## config.mk

```make
export PLATFORM = sky130hd
export DESIGN_NAME = pixel_sink_queue
export DESIGN_NICKNAME = d
export VERILOG_FILES = /design/src/rtl/pixel_sink_queue.sv
export SDC_FILE = /design/constraint.sdc
export NUM_CORES = 1
export LEC_CHECK = 0
export BUFFER_PORTS_ARGS = -buffer_cell sky130_fd_sc_hd__buf_4
export CAP_MARGIN = 0
export CORE_AREA = 2 2 205 207
export CTS_CLUSTER_DIAMETER = 80
export DETAILED_ROUTE_END_ITERATION = 16
export DIE_AREA = 0 0 207 209
export GPL_TIMING_DRIVEN = 0
export PLACE_DENSITY = 0.58
export SETUP_SLACK_MARGIN = 0.15
export SYNTH_ARGS = -nofsm -noshare
export SYNTH_HDL_FRONTEND = slang
export SYNTH_SLANG_ARGS = --single-unit
```

## constraint.sdc

```tcl
create_clock -name clk -period 5.6 [get_ports clk]
set_clock_uncertainty 0.1 [all_clocks]
set_input_delay 0.28 -clock clk [delete_from_list [all_inputs] [get_ports clk]]
set_output_delay 0.28 -clock clk [all_outputs]
set_load 0.01 [all_outputs]
```

## src/rtl/pixel_sink_queue.sv

```systemverilog
// pixel_sink_queue: clips off-screen plotter beats, queues the rest and presents them one at a time to the VGA adapter
module pixel_sink_queue #(
  parameter int FIFO_DEPTH = 16,
  parameter int X_MAX = 320,
  parameter int Y_MAX = 240,
  parameter int COLOUR_W = 3,
  localparam int AW = $clog2(FIFO_DEPTH)
) (
  input  logic                clk,
  input  logic                reset,
  input  logic                in_valid,
  output logic                in_ready,
  input  logic [8:0]          in_x,
  input  logic [7:0]          in_y,
  input  logic [COLOUR_W-1:0] in_colour,
  input  logic                in_last,
  output logic [8:0]          out_x,
  output logic [7:0]          out_y,
  output logic [16:0]         out_addr,
  output logic [COLOUR_W-1:0] out_colour,
  output logic                out_plot,
  input  logic                out_ready,
  output logic                frame_done,
  output logic [7:0]          clip_count,
  output logic [AW:0]         level
);
  typedef struct packed {
    logic [8:0]          x;
    logic [7:0]          y;
    logic [COLOUR_W-1:0] colour;
    logic                last;
    logic                vis;
  } entry_t;
  localparam logic [AW:0] DEPTH_L = (AW+1)'(FIFO_DEPTH);
  entry_t mem [FIFO_DEPTH];
  entry_t head;
  logic [AW-1:0] wptr, rptr;
  logic vis, accept, push, pop, out_last;
  logic [16:0] head_addr;
  assign in_ready = (level != DEPTH_L) && !reset;
  assign vis = (32'(in_x) < X_MAX) && (32'(in_y) < Y_MAX);
  assign accept = in_valid && in_ready;
  // Off-screen beats are dropped unless they carry the end-of-drawing marker
  assign push = accept && (vis || in_last);
  assign pop = (level != '0) && (!out_plot || out_ready);
  assign head = mem[rptr];
  assign head_addr = 17'(head.y) * 17'(X_MAX) + 17'(head.x);
  always_ff @(posedge clk)
    if (push) mem[wptr] <= '{x: in_x, y: in_y, colour: in_colour, last: in_last, vis: vis};
  always_ff @(posedge clk) begin
    if (reset) begin
      wptr <= '0;
      rptr <= '0;
      level <= '0;
      out_x <= '0;
      out_y <= '0;
      out_addr <= '0;
      out_colour <= '0;
      out_plot <= 1'b0;
      out_last <= 1'b0;
      frame_done <= 1'b0;
      clip_count <= '0;
    end else begin
      if (push) wptr <= wptr + AW'(1);
      if (pop) rptr <= rptr + AW'(1);
      level <= level + (AW+1)'(push) - (AW+1)'(pop);
      if (pop && head.vis) begin
        out_x <= head.x;
        out_y <= head.y;
        out_addr <= head_addr;
        out_colour <= head.colour;
        out_last <= head.last;
        out_plot <= 1'b1;
      end else if (pop || out_ready) out_plot <= 1'b0;
      frame_done <= (out_plot && out_ready && out_last) || (pop && !head.vis);
      if (accept && !vis && clip_count != 8'hff) clip_count <= clip_count + 8'd1;
    end
  end
endmodule

```

==> results of run 1 <==
## report_power, final
| part | leakage (nW) | internal [mW] | switching [mW] | total [mW] |
|---|---|---|---|---|
| sequential | 3.65 | 3.48 | 0.102 | 3.58 |
| combinational | 2.11 | 1.41 | 1.50 | 2.91 |
| clock | 0.671 | 1.68 | 1.17 | 2.85 |
| total | 6.43 | 6.56 | 2.78 | 9.34 |
## worst max-delay path, delay by kind of cell, from the launching register on
| family | cells | cell delay, ns |
|---|---|---|
| muxes | 2 | 1.13 |
| adders and majority gates | 3 | 0.97 |
| and+or+nand+nor | 2 | 0.83 |
| buffers and inverters | 3 | 0.74 |
| AOI/OAI and AO/OA | 3 | 0.60 |
| DFF | 1 | 0.33 |
| xor gates and xnor gates | 1 | 0.29 |
## metal layers
metal,vias to the layer above,part of all wire [%],global-route usage [%]
met5,-,0.074,0
met4,4,1.8,4.11
met3,54,4.1,3.32
met2,162,49,28.2
met1,4241,45,23.7
li1,3597,-,-
## worst max-delay path by stage
stage	from	end	slack (ns)	cells after the start
6_report	register	out_addr[15]$_SDFFE_PP0P_	0.51	14
5_1_grt	register	out_addr[15]$_SDFFE_PP0P_	0.22	14
4_1_cts	register	out_addr[15]$_SDFFE_PP0P_	0.20	13
3_5_place_dp	register	out_addr[15]$_SDFFE_PP0P_	0.11	13
3_3_place_gp	register	out_addr[15]$_SDFFE_PP0P_	0.1	13
2_1_floorplan	register	out_addr[15]$_SDFFE_PP0P_	1.21	14
## layout make-up
type,count,share of cell area (%)
repair buffers,99,4.17
clock buffers,57,6.00
clock inverters,20,1.24
flip-flops and latches,411,61.4
plain buffers,43,1.23
multi-input cells,352,22.1
inverters,20,0.392
well taps,539,3.52
## per-stage QoR
step	util, %	hold slack, ns	setup WS, ns
3_5_place_dp	42.5	0.361	0.105
3_3_place_gp	42.4	0.355	0.0955
4_1_cts	46.4	0.158	0.195
5_1_grt	46.4	0.188	0.220
6_report	46.4	0.156	0.507
2_1_floorplan	-	0.279	1.21
## flip-flops by register name, indices dropped and copies added (netlist names), 3 cells and up, named ones only
| signal | flops |
|---|---|
| rptr | 4 |
| level | 5 |
| out_y | 8 |
| clip_count | 8 |
| out_colour | 3 |
| out_addr | 11 |
| wptr | 4 |
| mem | 352 |
| out_x | 9 |
## cell usage in the layout, fill, tap and decap left out, types with 8 or more instances in the layout
cell type                       instances
sky130_fd_sc_hd__nor2_1                63
sky130_fd_sc_hd__a21oi_1               15
sky130_fd_sc_hd__dlygate4sd3_1         22
sky130_fd_sc_hd__mux4_2               110
sky130_fd_sc_hd__inv_1                 18
sky130_fd_sc_hd__xnor2_1               12
sky130_fd_sc_hd__nand2_1                8
sky130_fd_sc_hd__and2_2                16
sky130_fd_sc_hd__buf_4                 88
sky130_fd_sc_hd__mux2i_1               25
sky130_fd_sc_hd__clkbuf_1              29
sky130_fd_sc_hd__clkbuf_16             44
sky130_fd_sc_hd__ha_1                  27
sky130_fd_sc_hd__xor2_1                11
sky130_fd_sc_hd__dfxtp_1               59
sky130_fd_sc_hd__edfxtp_1             352
## repair_timing
action | CTS | global route
gates resized for setup | 2 | 10
pin swaps | 0 | 0
setup endpoints to repair | 1 | 1
setup buffers | 0 | 0
hold buffers | 22 | 0
endpoints found under the hold margin | 338 | 0
cloned | 0 | 0
## kinds of logic (layout without fill, tap and decap cells)
kind of cell,count (synthesis),after routing
AO/OA/AOI/OAI,44,44
flip-flops,411,411
XOR/XNOR,23,23
AND/OR/NAND/NOR,120,120
buffers and inverters,63,239
adder cells (fa/ha/maj),30,30
multiplexers,135,135
==> impl_summary.txt, run 1 <==
----------------------------------------------------
[Outcome]
  Result of the run ... finished clean

[Logic synthesis]
  Commonest cells in the netlist ... 352 x sky130_fd_sc_hd__edfxtp_1, 110 x sky130_fd_sc_hd__mux4_2, 63 x sky130_fd_sc_hd__nor2_1
  Sequential fraction of the synthesis area ... 72.3%
  XOR/XNOR Fraction of Synth Area ... 1.24%
  Number of storage elements in the synthesis netlist ... 411
  Post-synth top flop ... sky130_fd_sc_hd__edfxtp_1
  Synthesized-area fraction occupied by adder cells ... 2.45%
  Simple-gate share of the synthesized area ... 3.53%
  Most numerous cell in the Yosys netlist ... sky130_fd_sc_hd__edfxtp_1
  Proportion of synthesized flip-flops having asynchronous set or reset ... 0%
  Number of enable flip-flop cells after synthesis ... 352
  Portion of synthesized cell area occupied by the leading cell type ... 65.0%
  Number of warnings printed during yosys synthesis ... 0
  Synthesized-area fraction occupied by ao, oa, aoi and oai cells ... 1.86%
  Post-synth net total ... 881
  Dominant combinational cell family by area after synthesis ... multiplexers
  Post-Syn Instances ... 826
  Multiplexer share of the synthesized area ... 16.8%
  Cell taking the most area after synthesis ... sky130_fd_sc_hd__edfxtp_1
  Mean post-synth cell area ... 19.7 um2
  Area of the mapped netlist ... 16300 um2
  Unique masters post-synth ... 53
  Main area contributors after synthesis ... sky130_fd_sc_hd__edfxtp_1 65%, sky130_fd_sc_hd__mux4_2 15%, sky130_fd_sc_hd__dfxtp_1 7.3%

[Floorplanning]
  Placement row count ... 75
  Ports ... 78
  Height of the chip ... 209 um
  Die Span X ... 207 um
  Initial standard-cell utilization of the core ... 39.4%
  Standard cell core area ... 41300 um2
  Full die area ... 43300 um2

[Layout]
  Number of fill cells ... 3531
  Number of inserted diodes ... 0
  Growth of design area from synthesis to finish ... 17.9%
  Number of nets in the layout ... 1025
  Area of the multi-input gates ... 4230 um2
  Number of non-filler instances in the completed layout ... 1541
  Fraction of layout instances using a drive strength above 1 ... 29.3%
  Area taken by flip-flops and latches ... 11800 um2
  Summed area of non-filler cells in the final layout ... 19200 um2

[Worst setup path]
  Critical path required time ... 5.96 ns
  Endpoint class of the critical path ... register
  CP arrival ... 5.46 ns
  Critical-path cell list ... buf_6 -> buf_4 -> clkbuf_4 -> mux4_2 -> mux4_2 -> ha_1 -> ha_1 -> fa_1 -> xor2_1 -> o21ai_0 -> nor4_1 -> nor4b_1 -> a211oi_1 -> a2111oi_2
  CP max-delay cell ... sky130_fd_sc_hd__mux4_2
  Kind of start point of the critical path ... register
  CP Max Fanout ... 10
  Endpoint of the most critical register-to-register path ... out_addr[15]$_SDFFE_PP0P_
  R2R Setup Slk ... 0.51 ns
  Cell depth of the worst flop-to-flop path ... 14
  Critical path start-end classification ... reg2reg
  Largest stage delay on the critical path ... 0.58 ns

[Timing]
  Number of hold-slack violations in the final timing report ... 0
  Post-route setup TNS ... 0 ns
  Relative slew margins ... 37.0%
  Count of endpoints failing setup in the final report ... 0
  Final clock period utilization by the worst path ... 90.9%
  Clock period minus final worst setup slack ... 5.09 ns
  Top achievable clock speed ... 196 MHz
  Unrepaired setup endpoints after global routing ... no
  Max Slew Vio Count ... 0
  Transition time at the pin with the least slew margin ... 0.945 ns

[Drt]
  Wire per inst ... 23.7 um
  Vias/cell ... 5.23
  Count of vias placed by the detailed router ... 8058
  Number of search-and-repair iterations in the first detailed-routing pass ... 6
  Count of nets left with antenna violations after detail routing ... 0
  Total DRC errors in the routed layout ... 0
  DRC marker count from the first detailed-route iteration ... 776
  DRT Wirelength ... 36500 um

[Place]
  Half-perimeter wire length after detailed placement ... 20600 um
  GPL Wtd Cong ... 0.748
  Total of buffers placed on input and output ports ... 77
  Post-detailed-placement cell area ... 17500 um2
  Placed Cells ... 1442

[Global routing]
  GR Util All Layers ... 17.1%
  Antenna violations before repair ... 2
  Wire length of the first global-routing pass ... 54300 um
  Pin count of the biggest net entering global routing ... 23
  Total grt overflow ... 0
  Number of global-route vias before repair ... 8270

[Clock tree]
  Clock sink count ... 411
  Post-CTS clock slew at the launch and capture registers of the worst setup and hold paths ... 0.06 ns
  Number of buffers created by CTS ... 43
  Clock latency of the later-clocked register in the worst-skew pair ... 0.57 ns
  TritonCTS clock tree ... done
  # H-tree levels ... 2
  Largest buffer count on any clock path ... 3
  Root Buffer Master ... sky130_fd_sc_hd__clkbuf_16

[Min path]
  Instance count along the most critical hold path ... 3
  Critical hold path startpoint ... reset
  Class of the tightest hold or removal check ... in2reg
  Endpoint, Worst Hold ... wptr[1]$_SDFFE_PP0P_

[Pwr]
  Design Power ... 9.34 mW
  Worst IR drop on VDD ... 0.000201 V
  Power density over the cells ... 488 nW/um2
  Static power due to leakage ... 6.43 nW

[Run]
  Max cap viols ... 0

----------------------------------------------------
(Power assumes the default switching activity.)
==> run 2, diff against run 1 <==
--- a/config.mk
+++ b/config.mk
@@ -7,12 +7,11 @@
 export LEC_CHECK = 0
 export BUFFER_PORTS_ARGS = -buffer_cell sky130_fd_sc_hd__buf_4
 export CAP_MARGIN = 0
-export CORE_AREA = 2 2 205 207
+export CORE_AREA = 2 2 146 291
 export CTS_CLUSTER_DIAMETER = 80
 export DETAILED_ROUTE_END_ITERATION = 16
-export DIE_AREA = 0 0 207 209
-export GPL_TIMING_DRIVEN = 0
-export PLACE_DENSITY = 0.58
+export DIE_AREA = 0 0 148 293
+export PLACE_DENSITY = 0.57
 export SETUP_SLACK_MARGIN = 0.15
 export SYNTH_ARGS = -nofsm -noshare
 export SYNTH_HDL_FRONTEND = slang
==> impl_summary.txt, run 2 (synthesis results as in run 1) <==
----------------------------------------------------
[Floorplanning]
  Height of the chip ... 293 um
  Standard cell core area ... 41000 um2
  Initial standard-cell utilization of the core ... 39.6%
  Die Span X ... 148 um
  Full die area ... 43400 um2
  Ports ... 78
  Placement row count ... 105

[Global routing]
  Wire length of the first global-routing pass ... 55700 um
  Total grt overflow ... 0
  GR Util All Layers ... 17.8%
  Number of global-route vias before repair ... 8559
  Antenna violations before repair ... 1
  Pin count of the biggest net entering global routing ... 59

[Drt]
  Total DRC errors in the routed layout ... 0
  Uppermost routed layer ... met4
  Wire per inst ... 24.9 um
  Detail Route met2 WL ... 21100 um
  DRC marker count from the first detailed-route iteration ... 618
  Routed met3 length ... 1570 um
  Count of vias placed by the detailed router ... 7994
  Number of search-and-repair iterations in the first detailed-routing pass ... 4
  Vias/cell ... 5.30
  DRT met1 WL ... 13600 um
  DRT Wirelength ... 37600 um
  Count of nets left with antenna violations after detail routing ... 0

[Timing]
  Clock period minus final worst setup slack ... 4.75 ns
  Number of hold-slack violations in the final timing report ... 0
  Relative slew margins ... 42.1%
  Count of endpoints failing setup in the final report ... 0
  Final clock period utilization by the worst path ... 84.8%
  Max Slew Vio Count ... 0
  Transition time at the pin with the least slew margin ... 0.869 ns
  Post-route worst setup slack ... 0.851 ns
  Unrepaired setup endpoints after global routing ... no
  Post-route setup TNS ... 0 ns
  Top achievable clock speed ... 211 MHz

[Clock tree]
  TritonCTS clock tree ... done
  # H-tree levels ... 2
  Number of buffers created by CTS ... 36
  Post-CTS clock slew at the launch and capture registers of the worst setup and hold paths ... 0.07 ns
  Root Buffer Master ... sky130_fd_sc_hd__clkbuf_16
  Largest buffer count on any clock path ... 3
  Clock latency of the later-clocked register in the worst-skew pair ... 0.54 ns
  Clock sink count ... 411
  Cts repair resizes ... 0

[Worst setup path]
  CP arrival ... 5.08 ns
  CP Max Fanout ... 29
  CP max-delay cell ... sky130_fd_sc_hd__dfxtp_4
  Critical path buffer and inverter count ... 0
  Critical-path cell list ... mux4_2 -> mux4_2 -> ha_1 -> ha_1 -> fa_1 -> xor2_1 -> o21ai_0 -> nor4_1 -> nor4b_1 -> a211oi_1 -> a2111oi_2
  Cell depth of the worst flop-to-flop path ... 11
  Gate family responsible for the most delay along the worst path ... multiplexers
  Endpoint class of the critical path ... register
  Largest stage delay on the critical path ... 0.73 ns
  Instance count on the critical path ... 11
  Critical path start-end classification ... reg2reg
  Kind of start point of the critical path ... register
  Critical path required time ... 5.93 ns

[Layout]
  Fraction of layout instances using a drive strength above 1 ... 27.9%
  Number of nets in the layout ... 1001
  Growth of design area from synthesis to finish ... 15.8%
  Number of non-filler instances in the completed layout ... 1507
  Most common library cell in the layout ignoring fill and taps ... sky130_fd_sc_hd__edfxtp_1
  Top register by number of flip-flops ... mem
  Flip-flop count of the largest register after layout ... 352
  Number of inserted diodes ... 0
  Regs by FF count ... mem (352), out_addr (11), out_x (9)
  Most frequent cells in the layout ... 352 x sky130_fd_sc_hd__edfxtp_1, 110 x sky130_fd_sc_hd__mux4_2, 102 x sky130_fd_sc_hd__buf_4

[Place]
  Placed Cells ... 1421
  Post-placement worst setup slack ... 0.904 ns
  Total of buffers placed on input and output ports ... 77
  Half-perimeter wire length after detailed placement ... 22700 um
  GPL Wtd Cong ... 0.788

[Min path]
  Class of the tightest hold or removal check ... in2reg
  Instance count along the most critical hold path ... 2

[Pwr]
  Static power due to leakage ... 6.27 nW
  Worst IR drop on VDD ... 0.000253 V
  Power density over the cells ... 464 nW/um2

[Outcome]
  Result of the run ... finished clean

[Run]
  Max cap viols ... 0

----------------------------------------------------
## run 2: cell count changes in the layout (fill, tap and decap cells not counted), sizes merged
cell and change:
clkbuf -33, bufinv -4, buf +8, clkinv -2
inv -1, clkinvlp +2
## run 2: timing repair
action                                  4_1_cts  5_1_grt
hold buffers                                 22        0
endpoints found under the setup margin        0        0
endpoints found under the hold margin       338        0
buffers inserted                              0        0
## run 2: through the flow
step,total power [mW],instance area [um2],hold WS (ns),util [%]
after floorplan,5.70,16300,0.279,-
final,8.73,18800,0.159,45.9
after detailed placement,6.47,17500,0.355,42.7
after global routing,9.21,18800,0.191,45.9
after CTS,8.87,18800,0.169,45.9
after global placement,6.45,17500,0.351,42.7
## run 2: path summary, 6_finish.rpt
check                                         startpoint                         to  slack, ns
worst max register to register                  register  out_addr[15]$_SDFFE_PP0P_       0.85
worst max-delay path                            register  out_addr[15]$_SDFFE_PP0P_       0.85
worst min-delay path                               reset       wptr[0]$_SDFFE_PP0P_       0.16
worst min register to register  out_addr[7]$_SDFFE_PP0P_   out_addr[7]$_SDFFE_PP0P_       0.36
## run 2: routing by layer
| metal | GRT usage (%) | vias up |
|---|---|---|
| met5 | 0 | - |
| met4 | 6.60 | 0 |
| met3 | 2.00 | 75 |
| met2 | 34.0 | 219 |
| met1 | 20.1 | 4173 |
| li1 | - | 3527 |
## run 2: where the power goes
group	internal, mW	switching, mW	total, mW
logic	1.35	1.30	2.66
registers	3.48	0.212	3.69
clock network	1.30	1.09	2.39
## run 2: layout make-up
type                       count  area, um2
fill                        3490      22200
sequential                   411      11800
multi-input combinational    352       4200
timing repair buffer         125       1010
clock buffer                  49        992
tap                          535        669
clock inverter                15        119
inverter                      20       75.1
